### src/rtl/dmem_port_arbiter_pkg.sv
// Shared constants and state encoding for the data-memory port arbiter.
// No logic, no latency.
// Not applicable: the package has no ports and applies no backpressure.
package dmem_port_arbiter_pkg;

  // Word load and store opcodes presented to data_memory
  localparam logic [5:0] LW_OPCODE = 6'h23;
  localparam logic [5:0] SW_OPCODE = 6'h2b;

  typedef enum logic [1:0] {
    DMA_IDLE  = 2'd0,
    DMA_WAIT  = 2'd1,
    DMA_STALL = 2'd2,
    DMA_RESP  = 2'd3
  } dma_state_t;

endpackage

### src/rtl/dmem_port_arbiter.sv
// Shares the data-memory port between the MEM stage (priority) and the debug unit.
// Debug access is granted at least 1 cycle after the request is latched; ack follows 1 cycle later.
// The pipeline is never blocked, except for a single forced stall cycle after MAX_WAIT busy cycles.
module dmem_port_arbiter
  import dmem_port_arbiter_pkg::*;
#(
  parameter int MAX_WAIT = 16,
  parameter int CNT_W    = 5
) (
  input  logic        clk,
  input  logic        reset,
  input  logic        halted_in,
  input  logic        pipe_mem_read_in,
  input  logic        pipe_mem_write_in,
  input  logic [31:0] pipe_address_in,
  input  logic [31:0] pipe_write_data_in,
  input  logic [5:0]  pipe_opcode_in,
  output logic [31:0] pipe_read_data_out,
  output logic        pipe_stall_out,
  input  logic        dbg_req_in,
  input  logic        dbg_we_in,
  input  logic [31:0] dbg_address_in,
  input  logic [31:0] dbg_write_data_in,
  output logic        dbg_ack_out,
  output logic [31:0] dbg_read_data_out,
  output logic [31:0] mem_address_out,
  output logic [31:0] mem_write_data_out,
  output logic        mem_read_out,
  output logic        mem_write_out,
  output logic [5:0]  mem_opcode_out,
  input  logic [31:0] mem_read_data_in
);

  localparam logic [CNT_W-1:0] CNT_LAST = CNT_W'(MAX_WAIT - 1);

  dma_state_t        state;
  logic [CNT_W-1:0]  wait_cnt;
  logic              lat_we;
  logic [31:0]       lat_address;
  logic [31:0]       lat_write_data;
  logic              slot_free;
  logic              dbg_owns;

  // A halted pipeline no longer uses memory, so its stuck request lines do not block debug
  assign slot_free = halted_in | ~(pipe_mem_read_in | pipe_mem_write_in);

  // Debug owns the port on its grant cycle; reset revokes ownership so no stray write escapes
  assign dbg_owns = ~reset & (((state == DMA_WAIT) & slot_free) | (state == DMA_STALL));

  assign pipe_stall_out     = (state == DMA_STALL);
  assign pipe_read_data_out = mem_read_data_in;

  // Memory port mux: latched debug fields on the grant cycle, pipeline pass-through otherwise
  always_comb begin
    mem_address_out    = pipe_address_in;
    mem_write_data_out = pipe_write_data_in;
    mem_opcode_out     = pipe_opcode_in;
    mem_read_out       = pipe_mem_read_in;
    mem_write_out      = pipe_mem_write_in & ~reset;
    if (dbg_owns) begin
      mem_address_out    = lat_address;
      mem_write_data_out = lat_write_data;
      mem_opcode_out     = lat_we ? SW_OPCODE : LW_OPCODE;
      mem_read_out       = ~lat_we;
      mem_write_out      = lat_we;
    end
  end

  // Arbitration FSM with inline wait counter, request latches and registered ack/read data
  always_ff @(posedge clk) begin
    if (reset) begin
      state             <= DMA_IDLE;
      wait_cnt          <= '0;
      lat_we            <= 1'b0;
      lat_address       <= 32'h0;
      lat_write_data    <= 32'h0;
      dbg_ack_out       <= 1'b0;
      dbg_read_data_out <= 32'h0;
    end else begin
      dbg_ack_out <= 1'b0;
      case (state)
        DMA_IDLE: begin
          if (dbg_req_in) begin
            lat_we         <= dbg_we_in;
            lat_address    <= {dbg_address_in[31:2], 2'b00};
            lat_write_data <= dbg_write_data_in;
            wait_cnt       <= '0;
            state          <= DMA_WAIT;
          end
        end
        DMA_WAIT: begin
          if (slot_free) begin
            if (!lat_we) dbg_read_data_out <= mem_read_data_in;
            dbg_ack_out <= 1'b1;
            state       <= DMA_RESP;
          end else if (wait_cnt == CNT_LAST) begin
            state <= DMA_STALL;
          end else begin
            wait_cnt <= wait_cnt + 1'b1;
          end
        end
        DMA_STALL: begin
          if (!lat_we) dbg_read_data_out <= mem_read_data_in;
          dbg_ack_out <= 1'b1;
          state       <= DMA_RESP;
        end
        DMA_RESP: begin
          state <= DMA_IDLE;
        end
        default: state <= DMA_IDLE;
      endcase
    end
  end

endmodule

### config.mk
export PLATFORM = sky130hd
export DESIGN_NAME = dmem_port_arbiter
export DESIGN_NICKNAME = d
export VERILOG_FILES = /design/src/rtl/dmem_port_arbiter_pkg.sv /design/src/rtl/dmem_port_arbiter.sv
export SDC_FILE = /design/constraint.sdc
export NUM_CORES = 1
export LEC_CHECK = 0
export ABC_AREA = 1
export CAP_MARGIN = 20
export CELL_PAD_IN_SITES_DETAIL_PLACEMENT = 1
export CELL_PAD_IN_SITES_GLOBAL_PLACEMENT = 1
export CORE_UTILIZATION = 25
export CTS_CLUSTER_DIAMETER = 30
export CTS_CLUSTER_SIZE = 40
export DETAILED_ROUTE_END_ITERATION = 12
export DONT_BUFFER_PORTS = 1
export GPL_TIMING_DRIVEN = 0
export HOLD_SLACK_MARGIN = 0.05
export PLACE_DENSITY_LB_ADDON = 0.1
export SLEW_MARGIN = 20
export SYNTH_ARGS = -nofsm -noshare
export SYNTH_HDL_FRONTEND = slang
export SYNTH_SLANG_ARGS = --single-unit
### constraint.sdc
create_clock -name clk -period 2.1 [get_ports clk]
set_input_delay 0.42 -clock clk [delete_from_list [all_inputs] [get_ports clk]]
set_output_delay 0.42 -clock clk [all_outputs]
set_load 0.03 [all_outputs]
* Yosys cells after proc, flatten, opt, wreduce, memory -nomap -nowiden
Cells that the tools add are included.
Word-level totals: output and inout port bits 138, logic and storage cells 52, register bits 103, input bits 173
Operators by class: eq/ne operators 9, add/sub/neg operators 1, mux-type cells 19, reduce and logical (&&, ||, !) cells 7, bitwise gates (word level) 9
Operators by type and width (number):
- $mux W32 | 4
- $pmux W32 S2 | 1
- $mux W5 | 3
- $pmux W5 S2 | 1
- $ne A2 B2 Y1 const B | 4
- $pmux W2 S4 | 1
- $mux W2 | 3
- $mux W6 | 1
- $reduce_and A2 Y1 | 3
- $add A5 B1 Y5 const B | 1
- $eq A5 B4 Y1 const B | 1
- $eq A2 B2 Y1 const B | 2
- $mux W4 | 1
- $reduce_and A4 Y1 | 1
- $reduce_bool A2 Y1 | 2
- $and A1 B1 Y1 | 3
- $mux W1 | 3
- $ne A3 B2 Y1 const B | 1
- $not A1 Y1 | 3
- $or A1 B1 Y1 | 3
- $eq A2 B1 Y1 const B | 1
- $logic_not A2 Y1 | 1
- $pmux W1 S2 | 1

* Depth between registers and ports, before layout
Gate-level depths: netlist (run 1).
depth after elaboration 7, gate-level depth with buffers 12, depth with buffers taken out 12

* Least setup slack after synthesis (run 1)
No wires, ideal clock.
path kind reg-to-output, from reg state[0], to out mem_read_out, stages on the path, launching flop included 8, data required time 1680 ps, arrival 1786 ps, path slack -106 ps, path buffers 1, cell sequence dfxtp_1 -> inv_1 -> ha_1 -> inv_1 -> nand2_2 -> nand2_2 -> buf_6 -> o21ai_0
Between the ends: elaborated cells on any way between the ends 6, classes of those cells eq/ne: 2; mux: 1; bitwise: 3
RTL lines:
- start: declaration | line dmem_port_arbiter.sv:36 | dma_state_t state;
- start signal: assignment | line dmem_port_arbiter.sv:72 | state <= DMA_IDLE;
- start signal: assignment | line dmem_port_arbiter.sv:88 | state <= DMA_WAIT;
- start signal: assignment | line dmem_port_arbiter.sv:95 | state <= DMA_RESP;
- $eq A2 B2 Y1
- via pipe_stall_out | line dmem_port_arbiter.sv:19 | output logic pipe_stall_out,
- $or A1 B1 Y1 | line dmem_port_arbiter.sv:48 | assign dbg_owns = ~reset & (((state == DMA_WAIT) & slot_free) | (state == DMA_STALL));
- $and A1 B1 Y1 | line dmem_port_arbiter.sv:48
- $mux W1 | line dmem_port_arbiter.sv:60 | if (dbg_owns) begin
- end: declaration | line dmem_port_arbiter.sv:28 | output logic mem_read_out,
The timed path passes the listed nets, and every way through them passes these cells.

* Worst setup path in the final report (run 1)
from reg state[0], to out mem_write_data_out[11]
Between the ends: elaborated cells on any way between the ends 6, classes of those cells eq/ne: 2; mux: 1; bitwise: 3
RTL lines:
- $eq A2 B2 Y1
- via pipe_stall_out | line dmem_port_arbiter.sv:19
- $or A1 B1 Y1 | line dmem_port_arbiter.sv:48
- $and A1 B1 Y1 | line dmem_port_arbiter.sv:48
- $mux W32 | line dmem_port_arbiter.sv:60
- end: declaration | line dmem_port_arbiter.sv:27 | output logic [31:0] mem_write_data_out,
The timed path passes the listed nets, and every way through them passes these cells.

==> results of run 1 <==
[timing repair]
item	CTS	global route
pin swaps	40	34
resized for setup	231	64
setup buffers	9	0
gates cloned	3	2
endpoints found under the setup margin	72	80
[cells in the final DEF (no fill, tap or decap), drive strengths merged, types with 5 or more instances in the layout]
cell type,instances
or2,5
o21ai,97
dfxtp,103
nand2,221
ha,5
nor2,215
buf,70
clkbuf,29
nand3,5
inv,20
[final timing paths]
kind	start	to	slack [ns]	cells past startpoint
worst max-delay path	state[0]	mem_write_data_out[11]	-0.06	9
worst min-delay path	reset	wait_cnt[2]	0.13	1
worst max register to register	state[0]	lat_write_data[3]	0.21	7
worst min register to register	wait_cnt[4]	wait_cnt[4]	0.49	2
[logic make-up after synthesis]
family	Yosys count
AOI/OAI and AO/OA	99
adders and majority gates	5
buffers and inverters	95
DFF	103
and+or+nand+nor	447
[per-layer routing]
metal | up-vias | track usage [%] | routed length [um]
met5 | - | 0 | 0
met4 | 0 | 6.28 | 330
met3 | 21 | 5.87 | 1560
met2 | 213 | 33.1 | 9660
met1 | 2193 | 17.5 | 6790
li1 | 2336 | - | -
[registers in the layout, indices dropped and copies added, names as in the netlist]
register           count
lat_we                 1
lat_write_data        32
wait_cnt               5
state                  2
dbg_ack_out            1
dbg_read_data_out     32
lat_address           30
[area by class of cell]
type,instances,share of cell area (%)
plain buffers,74,8.67
diodes,2,0.0736
inverters,20,1.29
clock inverters,4,0.442
clock buffers,12,3.77
flip-flops and latches,103,30.4
well taps,260,4.79
repair buffers,14,3.26
multi-input cells,551,47.3
[report_power, final]
| group | switching, W | internal (W) | total, W |
|---|---|---|---|
| clock network | 0.000770 | 0.000873 | 0.00164 |
| registers | 0.00114 | 0.00268 | 0.00382 |
| logic | 0.00352 | 0.00190 | 0.00542 |
[metrics by stage]
step	total power [W]	setup slack [ns]	util (%)	hold WS, ns
after floorplan	0.00698	0.103	-	0.455
after global placement	0.00785	-0.209	27.6	0.463
after detailed placement	0.00800	-0.228	27.6	0.474
after CTS	0.0108	-0.129	34.4	0.116
after global routing	0.0117	-0.146	36.0	0.114
final	0.0109	-0.0590	36.0	0.132
==> flow_summary.yaml, run 1 <==
global_route:
  grt_pass1_wl_mm: 26.2
  grt_usage_pct: 17.4
  antenna_found_initial: 2
  grt_max_degree: 17
  grt_pass1_vias: 4925
  grt_overflow: 0
timing:
  fin_skew_ns: 0.00549
  grt_setup_unrepaired: "yes"
  final_hold_viol_count: 0
  final-max-slew-violation-count: 0
  timing.fmax_ghz: 0.463
  fin_crit_ns: 2.16
  worst_pin_slew_ns: 0.480
  totalNegativeSetupSlack_ns: -1.92
  timing.final.crit_share_pct: 103
  worst_slack_ns: -0.0590
  setup_violations: 57
  slew_headroom_pct: 67.9
worst_hold_path:
  holdCritPathClass: "in2reg"
detailed_routing:
  ant_nets: 0
  via_per_inst: 4.58
  wirelength_mm: 18.3
  drt_iter0_markers: 99
  wl_per_cell_um: 17.6
  drc: 0
  drtPass1Iterations: 4
  vias: 4763
setup_path:
  cp-start-kind: "flip-flop"
  cpPeakStageDelay_ns: 0.36
  cp_slowest_cell: "dfxtp_2"
  criticalPathCategory: "reg2out"
  cp_max_fo: 8
  endpoint_kind: "output pin"
  crit_buf_inv: 4
  crit_required_ns: 1.68
  path_cells: "inv_2 -> ha_4 -> inv_2 -> nand2_4 -> nand2_8 -> buf_12 -> clkbuf_16 -> nand2_2 -> nand2_4"
  crit_family: "buffers and inverters"
  worstPathArrival_ns: 1.74
logic_synthesis:
  synthFlopType: "dfxtp_1"
  synth_top_family_by_area: "simple AND/OR/NAND/NOR gates"
  postSynthAreaPerCell_sq_um: 6.52
  synth_top_area_share_pct: 42.2
  synth_cells: 749
  synthMuxAreaShare_pct: 0
  synthXorXnorAreaFrac_pct: 0
  async_flop_share_pct: 0
  yosysMostFrequentCell: "nand2_1"
  synth-simple-area-share_pct: 35.1
  synth_cell_types: 19
  syn_nets: 927
  ys_seq_area_share_pct: 42.2
  synth_area_sq_um: 4880
  yosys.area_share.adder_pct: 1.28
  synth_seq_cells: 103
  synth_area_leaders: "dfxtp_1, nand2_1, nor2_1"
  synth-compound-area-share_pct: 10.2
  ys_warn_count: 0
  synth_edf_count: 0
  synthTopCellsByCount: "nand2_1, nor2_1, dfxtp_1, o21ai_0, buf_4"
  synth_area_leader_cell: "dfxtp_1"
die:
  core-area_sq_um: 18900
  die_h_um: 142
  fp-row-count: 50
  ioPinCount: 311
  floorplan.initialDensity_pct: 25.8
  fp.dieW_um: 142
  die-area_sq_um: 20100
placed_design:
  dp.cells: 1009
  place_congestion: 0.754
  dpl.hpwl_mm: 13.7
  place_area_sq_um: 5210
  portBuffers: 0
pwr:
  peakVddDrop_v: 0.000553
  p_per_area_nw_per_um2: 1600
  power_leakage_nw: 2.89
clock_network:
  clock_sinks: 103
  clk_latency_ns: 0.35
  cts_tree: "done"
  cts_max_level: 3
  clockRootBuffer: "clkbuf_16"
  hold_buffers: 0
  cts_buffers: 9
  clk_pin_slew_ns: 0.07
  cts.path.max_buffers: 2
cells_and_area:
  multiInputGateArea_sq_um: 3220
  num-fill-cells: 2295
  fin_cells: 1040
  fin_nets: 951
  drive_gt1_share_pct: 31.4
  finalInstanceArea_sq_um: 6800
  regArea_sq_um: 2070
  area_growth_pct: 39.2
status:
  failed_checks: "negative setup slack"
  status: "complete, but fails checks"
flow_run:
  drv_cap: 0
(Power assumes the default switching activity.)
==> run 2, diff against run 1 <==
--- a/config.mk
+++ b/config.mk
@@ -16,7 +16,7 @@
 export DONT_BUFFER_PORTS = 1
 export GPL_TIMING_DRIVEN = 0
 export HOLD_SLACK_MARGIN = 0.05
-export PLACE_DENSITY_LB_ADDON = 0.1
+export PLACE_DENSITY = 0.64
 export SLEW_MARGIN = 20
 export SYNTH_ARGS = -nofsm -noshare
 export SYNTH_HDL_FRONTEND = slang
==> run 2 against run 1 <==
  * The flow still finishes with violations (negative setup slack)
  * Final cell count shrank 0.19%
  * Largest cell class unchanged
  * Utilization shrank 1.2 points
  * Hold slack gained 0.0025 ns
==> flow_summary.yaml, run 2 (same netlist as run 1, synthesis figures left out) <==
cells_and_area:
  num-fill-cells: 2332
  reg.largest.list: "dbg_read_data_out (32), lat_write_data (32), lat_address (30)"
  final_common_cell: "nor2_1"
  multiInputGateArea_sq_um: 3000
  layout_common_cells: "nor2_1, nand2_1, dfxtp_1"
  fin_cells: 1038
  regArea_sq_um: 2060
  fin_nets: 950
  drive_gt1_share_pct: 28.2
  postLayoutCoreUtil_pct: 34.8
  area_growth_pct: 34.5
timing:
  fin_skew_ns: 0.00975
  worst_slack_ns: -0.0963
  timing.fmax_ghz: 0.455
  setup_violations: 66
  final-max-slew-violation-count: 0
  fin_crit_ns: 2.20
  timing.final.crit_share_pct: 105
  slew_headroom_pct: 65.2
  grt_setup_unrepaired: "yes"
  worst_pin_slew_ns: 0.522
  final_hold_viol_count: 0
setup_path:
  worstPathArrival_ns: 1.78
  cp_max_fo: 9
  crit_required_ns: 1.68
  criticalPathCategory: "reg2out"
  endpoint_kind: "output pin"
  cp-start-kind: "flip-flop"
  reg2reg_slack_ns: 0.25
detailed_routing:
  ant_nets: 0
  wirelength_mm: 18.2
  drt_iter0_markers: 118
  via_per_inst: 4.58
  wl_per_cell_um: 17.6
  drtPass1Iterations: 4
  vias: 4759
  drc: 0
global_route:
  grt_overflow: 0
  grt_pass1_vias: 4686
  grt_usage_pct: 17.4
  antenna_found_initial: 4
  grt_pass1_wl_mm: 26.0
  grt_max_degree: 18
clock_network:
  clk_pin_slew_ns: 0.08
  cts_tree: "done"
  clockRootBuffer: "clkbuf_16"
  cts_max_level: 3
  cts.path.max_buffers: 2
  clk_latency_ns: 0.35
  cts_buffers: 9
  hold_buffers: 0
  clock_sinks: 103
pwr:
  swShare_pct: 49.9
  p_sw_w: 0.00534
  p_clk_share_pct: 16.1
  power_leakage_nw: 2.82
  p_int_w: 0.00537
  pwr-share-comb_pct: 48.3
  p_per_area_nw_per_um2: 1630
  p_seq_share_pct: 35.5
  peakVddDrop_v: 0.000624
placed_design:
  place_congestion: 0.742
  portBuffers: 0
  dpl.hpwl_mm: 13.6
  dp.cells: 1009
die:
  core-area_sq_um: 18900
  die-area_sq_um: 20100
  fp.dieW_um: 142
  ioPinCount: 311
  fp-row-count: 50
  floorplan.initialDensity_pct: 25.8
  die_h_um: 142
worst_hold_path:
  holdCritPathClass: "in2reg"
status:
  status: "complete, but fails checks"
  failed_checks: "negative setup slack"
flow_run:
  drv_cap: 0
[run 2: cell count changes in the layout (fill, tap and decap cells not counted), moves of 3 or more]
cell / delta
nand2_1: +23
nand2_8: -11
nand2_2: -9
buf_4: -4
buf_6: +4
buf_12: -3
nand2_4: -3
[run 2: power groups by stage]
stage               logic [W]  clock network, W  registers [W]
detailed placement    0.00414                 0        0.00383
global placement      0.00408                 0        0.00381
finish                0.00518           0.00173        0.00381
CTS                   0.00503           0.00180        0.00382
floorplan             0.00331                 0        0.00367
global route          0.00573           0.00187        0.00391
[run 2: worst paths after layout]
| check | startpoint | endpoint | cells after the start |
|---|---|---|---|
| worst max register to register | state[0] | lat_write_data[29] | 6 |
| worst min register to register | wait_cnt[4] | wait_cnt[4] | 2 |
| worst max-delay path | state[1] | mem_write_data_out[2] | 9 |
| worst min-delay path | reset | wait_cnt[2] | 1 |
[run 2: metal layers]
layer | vias to the layer above | track usage [%] | part of all wire [%]
met2 | 226 | 32.4 | 51
met1 | 2177 | 18.3 | 38
li1 | 2329 | - | -
met4 | 6 | 5.89 | 1.8
met3 | 21 | 5.53 | 8.9
met5 | - | 0 | 0.22
[run 2: critical path, stage by stage, from the launching register on]
cell	delay, ns
dfxtp_2	0.33
buf_6	0.11
ha_4	0.19
inv_2	0.07
nand2_4	0.07
nand2_8	0.11
buf_12	0.17
clkbuf_16	0.16
nand2_2	0.08
nand2_4	0.12
[run 2: final cells by class]
cell class,count,share of cell area (%)
Clock inverter,6,1.09
Antenna cell,1,0.0381
Timing Repair Buffer,12,3.26
Buffer,75,8.73
Sequential cell,103,31.4
Multi-Input combinational cell,551,45.7
Inverter,20,1.33
Clock buffer,10,3.49
Tap cell,260,4.95
[run 2: what timing repair did]
| action | CTS | global route |
|---|---|---|
| pin swaps | 36 | 10 |
| setup endpoints to repair | 72 | 72 |
| buffers inserted | 7 | 0 |
| resized for setup | 213 | 29 |
| cloned | 2 | 3 |
[run 2: per-stage QoR]
step,hold slack (ns),worst slack [ns],cell area [sq um],setup TNS (ns),power [W]
after floorplan,0.455,0.103,4880,0,0.00698
after global placement,0.463,-0.192,5210,-7.89,0.00790
after detailed placement,0.471,-0.205,5210,-8.75,0.00797
after CTS,0.116,-0.0992,6380,-5.09,0.0106
after global routing,0.117,-0.162,6560,-8.53,0.0115
final,0.135,-0.0963,6570,-2.87,0.0107
